**src/rtl/mux2_rr_arbiter_pkg.sv**
```systemverilog
// ---------------------------------------------------------------------------
// mux2_rr_arbiter_pkg
//
// Definitions shared by the arbiter, its output register and the bench:
//   - arb_state_e : arbiter state encoding (IDLE / OWN_A / OWN_B)
//   - PRIO_*      : values of the round-robin priority pointer
//   - SEL_*       : values driven on the downstream 2:1 select
//   - other_prio  : priority value that hands the next tie to the other side
// ---------------------------------------------------------------------------
package mux2_rr_arbiter_pkg;

    typedef enum logic [1:0] {
        IDLE  = 2'd0,
        OWN_A = 2'd1,
        OWN_B = 2'd2
    } arb_state_e;

    // Priority pointer: names the requester that wins a tie in IDLE.
    localparam logic PRIO_A = 1'b0;
    localparam logic PRIO_B = 1'b1;

    // Select polarity for the downstream mux.
    localparam logic SEL_A = 1'b1;
    localparam logic SEL_B = 1'b0;

    // When the owner finishes its burst, the next tie goes to the other side.
    function automatic logic other_prio(input arb_state_e owner);
        return (owner == OWN_A) ? PRIO_B : PRIO_A;
    endfunction

endpackage

```
**src/rtl/mux2_rr_arbiter_stream_out_reg.sv**
```systemverilog
// ---------------------------------------------------------------------------
// stream_out_reg
//
// Single-entry valid/ready register holding one beat (data + last flag).
//
// Handshake: upstream may present load_i only while ready_o is high; a beat
// leaves when out_valid_o && out_ready_i on a rising edge. ready_o is high
// when the slot is empty or is being drained this cycle, so a drain and a
// load can happen on the same edge (full throughput).
//
// Ports:
//   Clk, Rst     : clock, synchronous active-high reset
//   load_i       : a beat is accepted upstream this cycle
//   in_data_i    : beat payload
//   in_last_i    : beat is the last of its burst
//   out_ready_i  : downstream can take the held beat
//   ready_o      : slot can take a new beat this cycle
//   out_valid_o  : held beat is valid
//   out_data_o   : held beat payload
//   out_last_o   : held beat last flag
// ---------------------------------------------------------------------------
module stream_out_reg #(
    parameter int DATAWIDTH = 64
) (
    input  logic                 Clk,
    input  logic                 Rst,
    input  logic                 load_i,
    input  logic [DATAWIDTH-1:0] in_data_i,
    input  logic                 in_last_i,
    input  logic                 out_ready_i,
    output logic                 ready_o,
    output logic                 out_valid_o,
    output logic [DATAWIDTH-1:0] out_data_o,
    output logic                 out_last_o
);

    // Payload is {last, data} so both fields move and hold together.
    logic [DATAWIDTH:0] payload_q;
    logic [DATAWIDTH:0] payload_d;
    logic               valid_q;
    logic               valid_d;

    always_comb begin
        payload_d = payload_q;
        valid_d   = valid_q;
        if (load_i) begin
            // Covers simultaneous drain + load: valid stays set, new beat in.
            payload_d = {in_last_i, in_data_i};
            valid_d   = 1'b1;
        end else if (out_ready_i) begin
            valid_d   = 1'b0;
        end
    end

    // Payload only changes on load, and load requires ready_o, so the held
    // beat is stable for as long as it is stalled downstream.
    always_ff @(posedge Clk) begin
        if (Rst) begin
            payload_q <= '0;
            valid_q   <= 1'b0;
        end else begin
            payload_q <= payload_d;
            valid_q   <= valid_d;
        end
    end

    assign ready_o     = !valid_q || out_ready_i;
    assign out_valid_o = valid_q;
    assign out_data_o  = payload_q[DATAWIDTH-1:0];
    assign out_last_o  = payload_q[DATAWIDTH];

endmodule

```
**src/rtl/mux2_rr_arbiter.sv**
```systemverilog
// ---------------------------------------------------------------------------
// mux2_rr_arbiter
//
// Two-requester burst arbiter feeding one registered output stream. A grant
// is held for a whole burst (until a beat with last is accepted); ties in
// IDLE are broken by a round-robin pointer that flips to the other side at
// the end of every burst. The grant is registered, so every burst begins
// with one IDLE cycle in which nothing is accepted.
//
// Handshake (all streams): a beat moves on a rising edge where valid and
// ready are both high. Valid must not depend on ready. Only the current
// owner sees ready; the other side's ready is held low.
//
// Ports:
//   Clk, Rst            : clock, synchronous active-high reset
//   a_data/a_valid/a_last, a_ready : requester A stream
//   b_data/b_valid/b_last, b_ready : requester B stream
//   out_data/out_valid/out_last, out_ready : shared output stream
//   sel                 : owner select for downstream mux (1 = A, 0 = B)
//   busy                : state is not IDLE
//   dbg_state_o         : current arbiter state (arb_state_e encoding)
//   dbg_prio_o          : current priority pointer (0 = A, 1 = B)
// ---------------------------------------------------------------------------
module mux2_rr_arbiter
    import mux2_rr_arbiter_pkg::*;
#(
    parameter int DATAWIDTH = 64
) (
    input  logic                 Clk,
    input  logic                 Rst,

    input  logic [DATAWIDTH-1:0] a_data,
    input  logic                 a_valid,
    input  logic                 a_last,
    output logic                 a_ready,

    input  logic [DATAWIDTH-1:0] b_data,
    input  logic                 b_valid,
    input  logic                 b_last,
    output logic                 b_ready,

    output logic [DATAWIDTH-1:0] out_data,
    output logic                 out_valid,
    output logic                 out_last,
    input  logic                 out_ready,

    output logic                 sel,
    output logic                 busy,

    output logic [1:0]           dbg_state_o,
    output logic                 dbg_prio_o
);

    arb_state_e state_q;
    arb_state_e state_d;
    logic       prio_q;
    logic       prio_d;
    logic       sel_q;
    logic       sel_d;

    logic                 slot_ready;
    logic                 accept_a;
    logic                 accept_b;
    logic                 load;
    logic [DATAWIDTH-1:0] steer_data;
    logic                 steer_last;

    assign accept_a = a_valid && a_ready;
    assign accept_b = b_valid && b_ready;
    assign load     = accept_a || accept_b;

    // -----------------------------------------------------------------------
    // State register
    // -----------------------------------------------------------------------
    always_ff @(posedge Clk) begin
        if (Rst) begin
            state_q <= IDLE;
            prio_q  <= PRIO_A;
            sel_q   <= SEL_A;
        end else begin
            state_q <= state_d;
            prio_q  <= prio_d;
            sel_q   <= sel_d;
        end
    end

    // -----------------------------------------------------------------------
    // Next-state logic
    // -----------------------------------------------------------------------
    always_comb begin
        state_d = state_q;
        prio_d  = prio_q;
        sel_d   = sel_q;

        case (state_q)
            IDLE: begin
                if (a_valid && b_valid) begin
                    state_d = (prio_q == PRIO_A) ? OWN_A : OWN_B;
                end else if (a_valid) begin
                    state_d = OWN_A;
                end else if (b_valid) begin
                    state_d = OWN_B;
                end
            end
            OWN_A: begin
                // The owner may idle mid-burst; only its last beat ends it.
                if (accept_a && a_last) begin
                    state_d = IDLE;
                    prio_d  = other_prio(OWN_A);
                end
            end
            OWN_B: begin
                if (accept_b && b_last) begin
                    state_d = IDLE;
                    prio_d  = other_prio(OWN_B);
                end
            end
            default: begin
                state_d = IDLE;
            end
        endcase

        // sel follows the owner and keeps its last value through IDLE, so
        // registering it alongside the state keeps it glitch-free downstream.
        if (state_d == OWN_A) begin
            sel_d = SEL_A;
        end else if (state_d == OWN_B) begin
            sel_d = SEL_B;
        end
    end

    // -----------------------------------------------------------------------
    // Output logic
    // -----------------------------------------------------------------------
    always_comb begin
        a_ready = 1'b0;
        b_ready = 1'b0;
        case (state_q)
            OWN_A:   a_ready = slot_ready;
            OWN_B:   b_ready = slot_ready;
            default: begin
            end
        endcase

        busy        = (state_q != IDLE);
        sel         = sel_q;
        dbg_state_o = state_q;
        dbg_prio_o  = prio_q;

        // Steering only matters while a beat is being accepted, and accepts
        // only happen in OWN_A/OWN_B where sel already names the owner.
        steer_data = (sel_q == SEL_A) ? a_data : b_data;
        steer_last = (sel_q == SEL_A) ? a_last : b_last;
    end

    // -----------------------------------------------------------------------
    // Output register
    // -----------------------------------------------------------------------
    stream_out_reg #(
        .DATAWIDTH (DATAWIDTH)
    ) u_out_reg (
        .Clk         (Clk),
        .Rst         (Rst),
        .load_i      (load),
        .in_data_i   (steer_data),
        .in_last_i   (steer_last),
        .out_ready_i (out_ready),
        .ready_o     (slot_ready),
        .out_valid_o (out_valid),
        .out_data_o  (out_data),
        .out_last_o  (out_last)
    );

endmodule

```
**config.mk**
```make
export PLATFORM = sky130hd
export DESIGN_NAME = mux2_rr_arbiter
export DESIGN_NICKNAME = d
export VERILOG_FILES = /design/src/rtl/mux2_rr_arbiter_pkg.sv /design/src/rtl/mux2_rr_arbiter_stream_out_reg.sv /design/src/rtl/mux2_rr_arbiter.sv
export SDC_FILE = /design/constraint.sdc
export NUM_CORES = 1
export LEC_CHECK = 0
export CAP_MARGIN = 0
export CELL_PAD_IN_SITES_DETAIL_PLACEMENT = 2
export CELL_PAD_IN_SITES_GLOBAL_PLACEMENT = 2
export CORE_MARGIN = 2
export CORE_UTILIZATION = 18
export DETAILED_ROUTE_END_ITERATION = 10
export GPL_ROUTABILITY_DRIVEN = 1
export PLACE_DENSITY_LB_ADDON = 0.25
export SYNTH_ARGS = -nofsm -noshare
export SYNTH_HDL_FRONTEND = slang
export SYNTH_SLANG_ARGS = --single-unit
```
**constraint.sdc**
```tcl
create_clock -name Clk -period 1.4 [get_ports Clk]
set_input_delay 0.42 -clock Clk [delete_from_list [all_inputs] [get_ports Clk]]
set_output_delay 0.42 -clock Clk [all_outputs]
set_load 0.05 [all_outputs]
```
# After elaboration in Yosys (flattened, before gate mapping)
# Index checks and enable logic that the tools add are counted.
# W data, S select, Z words.
[totals]
inputBits = 135
out_inout_bits = 73
ff_bits = 70
[classes]
mux = 16
reduce_logical = 14
eq_ne = 6
[op_table]
columns = ["op", "n"]
rows = [
  ["$mux W64", 1],
  ["$mux W2", 6],
  ["$mux W1", 7],
  ["$pmux W2 S3", 1],
  ["$reduce_bool A2 Y1", 3],
  ["$logic_and A1 B1 Y1", 5],
  ["$eq A2 B1 Y1 const B", 2],
  ["$eq A2 B2 Y1 const B", 2],
  ["$ne A2 B2 Y1 const B", 2],
  ["$reduce_and A3 Y1", 1],
  ["$logic_not A2 Y1", 1],
  ["$logic_or A1 B1 Y1", 2],
  ["$pmux W1 S2", 1],
  ["$reduce_or A2 Y1", 1],
  ["$logic_not A1 Y1", 1],
]

# Longest topological paths before layout
[logic_depth]
ltp_word = 9
ltp_mapped = 6

# Cells and area by module
# Synthesis repeated with hierarchy kept, for this count alone.
[hier_totals]
hier_cells = 309
hier_area_um2 = 3384.5
[modules_own_cells]
columns = ["mod", "cells_per_inst", "seq_area_each_um2", "n_inst", "area_each_um2"]
rows = [
  ["stream_out_reg", 214, 1321.3, 1, 2386.0],
  ["mux2_rr_arbiter", 95, 80.1, 1, 998.5],
]

# Least setup slack after synthesis
# Ideal clock, no wire load.
[synth_timing]
kind = "register to output"
start = "register state_q[1], in the netlist dbg_state_o[1]"
end = "output port b_ready"
t_arrival_ps = 1498
setup_slack_ps = -518
n_path_buf = 0
path_stages_with_launch = 3
cell_sequence = "dfxtp_1 nand2b_1 nor2_1"
[synth_between]
elab_chain_len = 2
[synth_lines]
columns = ["element", "line", "source"]
rows = [
  ["start, declared", "mux2_rr_arbiter.sv:54", "arb_state_e state_q;"],
  ["start signal, assigned", "mux2_rr_arbiter.sv:81", "state_q <= state_d;"],
  ["$eq A2 B2 Y1", "mux2_rr_arbiter.sv:138", "case (state_q)"],
  ["$mux W1", "mux2_rr_arbiter.sv:138", ""],
  ["end, declared", "mux2_rr_arbiter.sv:40", "output logic b_ready,"],
]
# Every way passes these cells.

# Final worst setup path
[layout_timing]
start = "register state_q[0], in the netlist dbg_state_o[0]"
end = "register u_out_reg.payload_q[53]"
[layout_between]
elab_chain_len = 4
elab_cells_between_ends = 7
[layout_lines]
columns = ["element", "line", "source"]
rows = [
  ["$eq A2 B1 Y1 or $eq A2 B2 Y1 (tied branches)", "mux2_rr_arbiter.sv:138", ""],
  ["$mux W1", "mux2_rr_arbiter.sv:138", ""],
  ["$logic_and A1 B1 Y1 (on tied branches)", "mux2_rr_arbiter.sv:68, mux2_rr_arbiter.sv:69", ""],
  ["$logic_or A1 B1 Y1 (*)", "mux2_rr_arbiter.sv:70", "assign load = accept_a || accept_b;"],
  ["end signal, assigned", "mux2_rr_arbiter_stream_out_reg.sv:62", "payload_q <= payload_d;"],
  ["end, declared", "mux2_rr_arbiter_stream_out_reg.sv:38", "logic [DATAWIDTH:0] payload_q;"],
]
# Every way passes the cells marked *; elsewhere a longest branch is shown, timed or not.
# A chain may end at the register's enable or synchronous reset.

==> reports/metrics.csv <==
stage,metric,value,unit
yosys,fraction of the mapped netlist area in adder cells,0,
hold_path,Hold Path Cell Cnt,2,
clock_tree,Root Buffer,clkbuf_16,
worst_setup_path,WP data required,1.64,ns
pwr,NetSw,2.72,mW
floorplanning,Die ar.,19200,sq um
worst_setup_path,crit path kind,reg -> reg,
yosys,cell area after synthesis,3260,sq um
sta,Final period util,1.23,
sta,skew final,0.00590,ns
finish,"most common cell after layout, fill and taps aside",clkdlybuf4s50_1,
pwr,power share of the combinational group,0.419,
route,antenna-violating nets left,0,
yosys,Compound-Gate Fraction of Synth Area,0.221,
clock_tree,cts bufs inserted,9,
hold_path,worst hold endpoint,dbg_state_o[1]$_SDFF_PP0_,
placed_design,dpl hpwl,10200,um
route,Vias/cell,4.33,
yosys,post-synthesis sequential area ratio,0.430,
finish,most frequent cells in the layout,"130 x clkdlybuf4s50_1, 81 x buf_12, 65 x mux2i_1, 65 x dfxtp_1, 58 x a211oi_2",
global_routing,Overflow after GRT,0,
floorplanning,io pins,208,
floorplanning,core footprint,17800,sq um
sta,final setup fails,71,
sta,final hold vios,0,
worst_setup_path,CP Max Fanout,8,
outcome,status,"finished, violations left",
yosys,Ys Warns,0,
sta,Slew Limit Headroom,0.779,
placed_design,placed instance area,6530,sq um
finish,Final Net Count,709,
sta,fin worst setup slack,-0.323,ns
worst_setup_path,crit path from,dbg_state_o[0]$_SDFF_PP0_,
yosys,synthesized area per cell,10.2,sq um
global_routing,GRT Util Overall,0.151,
yosys,number of synthesized register bits,70,
worst_setup_path,critical path capture point type,flop,
pwr,peak supply drop,0.536,mV
yosys,post-synthesis xor/xnor area fraction,0,
sta,Hold Slack,0.458,ns
yosys,Yosys cell types,22,
yosys,synth top area cells,"dfxtp_1 43%, mux2i_1 20%, a211oi_2 13%, nor2_1 7.8%, a211oi_1 7.1%",
route,routed wire length,15000,um
global_routing,largest net degree at the start of global routing,30,
yosys,post-synthesis mux area share,0.200,
yosys,Simple-Gate Fraction of Synth Area,0.0991,
sta,crit path time final,1.72,ns
floorplanning,Die X,139,um
worst_setup_path,FF-to-FF End,u_out_reg.payload_q[53]$_SDFFE_PP0P_,
global_routing,global-route wire length before repair,22700,um
placed_design,placer's final routability congestion estimate,0.760,
worst_setup_path,CP startpoint kind,flop,
worst_setup_path,r2r startpoint,dbg_state_o[0]$_SDFF_PP0_,
sta,final setup TNS,-16.08,ns
clock_tree,CTS H-tree lvls,3,
finish,area of the multi-input gates,1950,sq um
worst_setup_path,FF-to-FF setup slack,-0.32,ns
hold_path,worst hold path class,in -> reg,
global_routing,number of global-route vias before repair,3966,
yosys,post-synthesis cell count,318,
pwr,Clock power frac,0.282,
pwr,Int Power,5.40,mW
pwr,Power Density,1060,nW/um^2
floorplanning,row cnt,49,
sta,f_max,0.581,GHz
sta,Tightest Pin Transition,0.323,ns
outcome,failing checks,negative setup slack,
sta,RSZ-0062 raised after global routing,true,
pwr,sequential power share,0.299,
clock_tree,clock slew at reported path FFs,0.06,ns
finish,area grow syn2layout,134,%
worst_setup_path,R2R depth,9,
sta,final slew viol count,0,
pwr,Net Sw Frac,0.335,
worst_setup_path,"Arr. time, crit path",1.96,ns
clock_tree,Longest Clk Path Bufs,2,
floorplanning,Die H,139,um
clock_tree,Post-CTS Hold Buffers,0,
finish,"Core Util, Final",0.428,
route,DRT Pass-1 Iters,3,
clock_tree,# clock sinks,70,
route,DRC violation count after routing,0,
clock_tree,worst-skew pair later-pin latency,0.33,ns
finish,register area,1420,sq um
yosys,Mapped Nets,453,
placed_design,IO buf count,207,
yosys,largest family of logic cells by synthesized area,compound AO/OA/AOI/OAI gates,
finish,# diodes,0,
route,1st-iter DRT viols,68,
finish,Fill cells,1772,
flow_run,max_cap viols,0,
hold_path,Hold Startpoint,Rst,
yosys,Yosys top cell by area,dfxtp_1,
route,wire per inst,18.6,um
global_routing,initial antenna violation count,0,
finish,final non-filler cell area,7630,sq um
pwr,leakage power,3.21,nW
finish,share of cells above drive strength 1,0.429,
floorplanning,starting density of the core,0.183,
route,routed vias,3494,
clock_tree,CTS tree,yes,
yosys,Yosys top cell area share,0.430,
## Yosys cell counts
library cell,n
buf_6,1
nand3b_1,2
mux2i_1,65
a211o_1,1
clkbuf_1,9
nand3_1,1
nor2b_1,3
nand2_1,1
buf_2,14
a311oi_1,1
a21oi_2,1
a31oi_1,4
a211oi_1,31
a32o_1,1
a211oi_2,34
dfxtp_1,70
buf_4,5
inv_1,1
nand2b_1,3
nor2_1,68
and2_1,1
clkbuf_4,1
## worst max path at each step
stage | endpoint
after floorplan | u_out_reg.payload_q[10]$_SDFFE_PP0P_
after global placement | u_out_reg.payload_q[64]$_SDFFE_PP0P_
after detailed placement | u_out_reg.payload_q[30]$_SDFFE_PP0P_
after CTS | u_out_reg.out_valid_o$_SDFFE_PP0P_
after global routing | u_out_reg.payload_q[5]$_SDFFE_PP0P_
final | u_out_reg.payload_q[53]$_SDFFE_PP0P_
## registers in the layout, indices dropped and copies added (netlist names)
signal / count
dbg_prio_o: 1
dbg_state_o: 2
sel: 1
u_out_reg.out_valid_o: 1
u_out_reg.payload_q: 65
## timing repair
| action | in CTS | in global routing |
|---|---|---|
| cloned | 6 | 4 |
| setup buffers | 16 | 24 |
| gates resized for setup | 65 | 50 |
| pin swaps | 33 | 33 |
| setup endpoints to repair | 72 | 73 |
## power groups by stage
stage	clock (mW)	combinational, mW	sequential, mW
2_1_floorplan	0	0.783	3.01
3_3_place_gp	0	2.89	2.45
4_1_cts	2.35	3.26	2.43
3_5_place_dp	0	2.95	2.46
5_1_grt	2.44	3.58	2.46
6_report	2.29	3.40	2.43
## cell type report
type,instances,share of cell area
multi-input cells,217,0.256
repair buffers,275,0.482
clock buffers,11,0.0318
clock inverters,4,0.00607
well taps,229,0.0375
inverters,1,0.000492
flip-flops and latches,70,0.186
## layer usage
metal,up-vias,track usage,share of wire,routed length (um)
met5,-,0,0,0
met4,0,0.0451,0.012,180
met3,11,0.0314,0.048,712
met2,110,0.277,0.54,8040
met1,1703,0.177,0.40,6050
li1,1670,-,-,-
## logic make-up after synthesis
kind of cell           after synthesis
AND/OR/NAND/NOR                     79
AO/OA/AOI/OAI                       73
flip-flops                          70
multiplexers                        65
buffers and inverters               31
## per-stage QoR
step                worst slack [ns]  std cells  power [mW]
floorplan                   -0.00487        318        3.79
global placement              -0.560        753        5.34
detailed placement            -0.684        753        5.42
CTS                           -0.257        790        8.04
global route                  -0.361        807        8.47
finish                        -0.323        807        8.12
## critical path: stages, from the launching register on
cell	delay, ns
dfxtp_4	0.37
buf_6	0.10
buf_6	0.08
nand3b_1	0.15
a21oi_4	0.24
buf_6	0.13
buf_12	0.13
buf_12	0.14
nor2_4	0.04
a211oi_2	0.24
No activity file was read; power rests on OpenSTA's default activity.
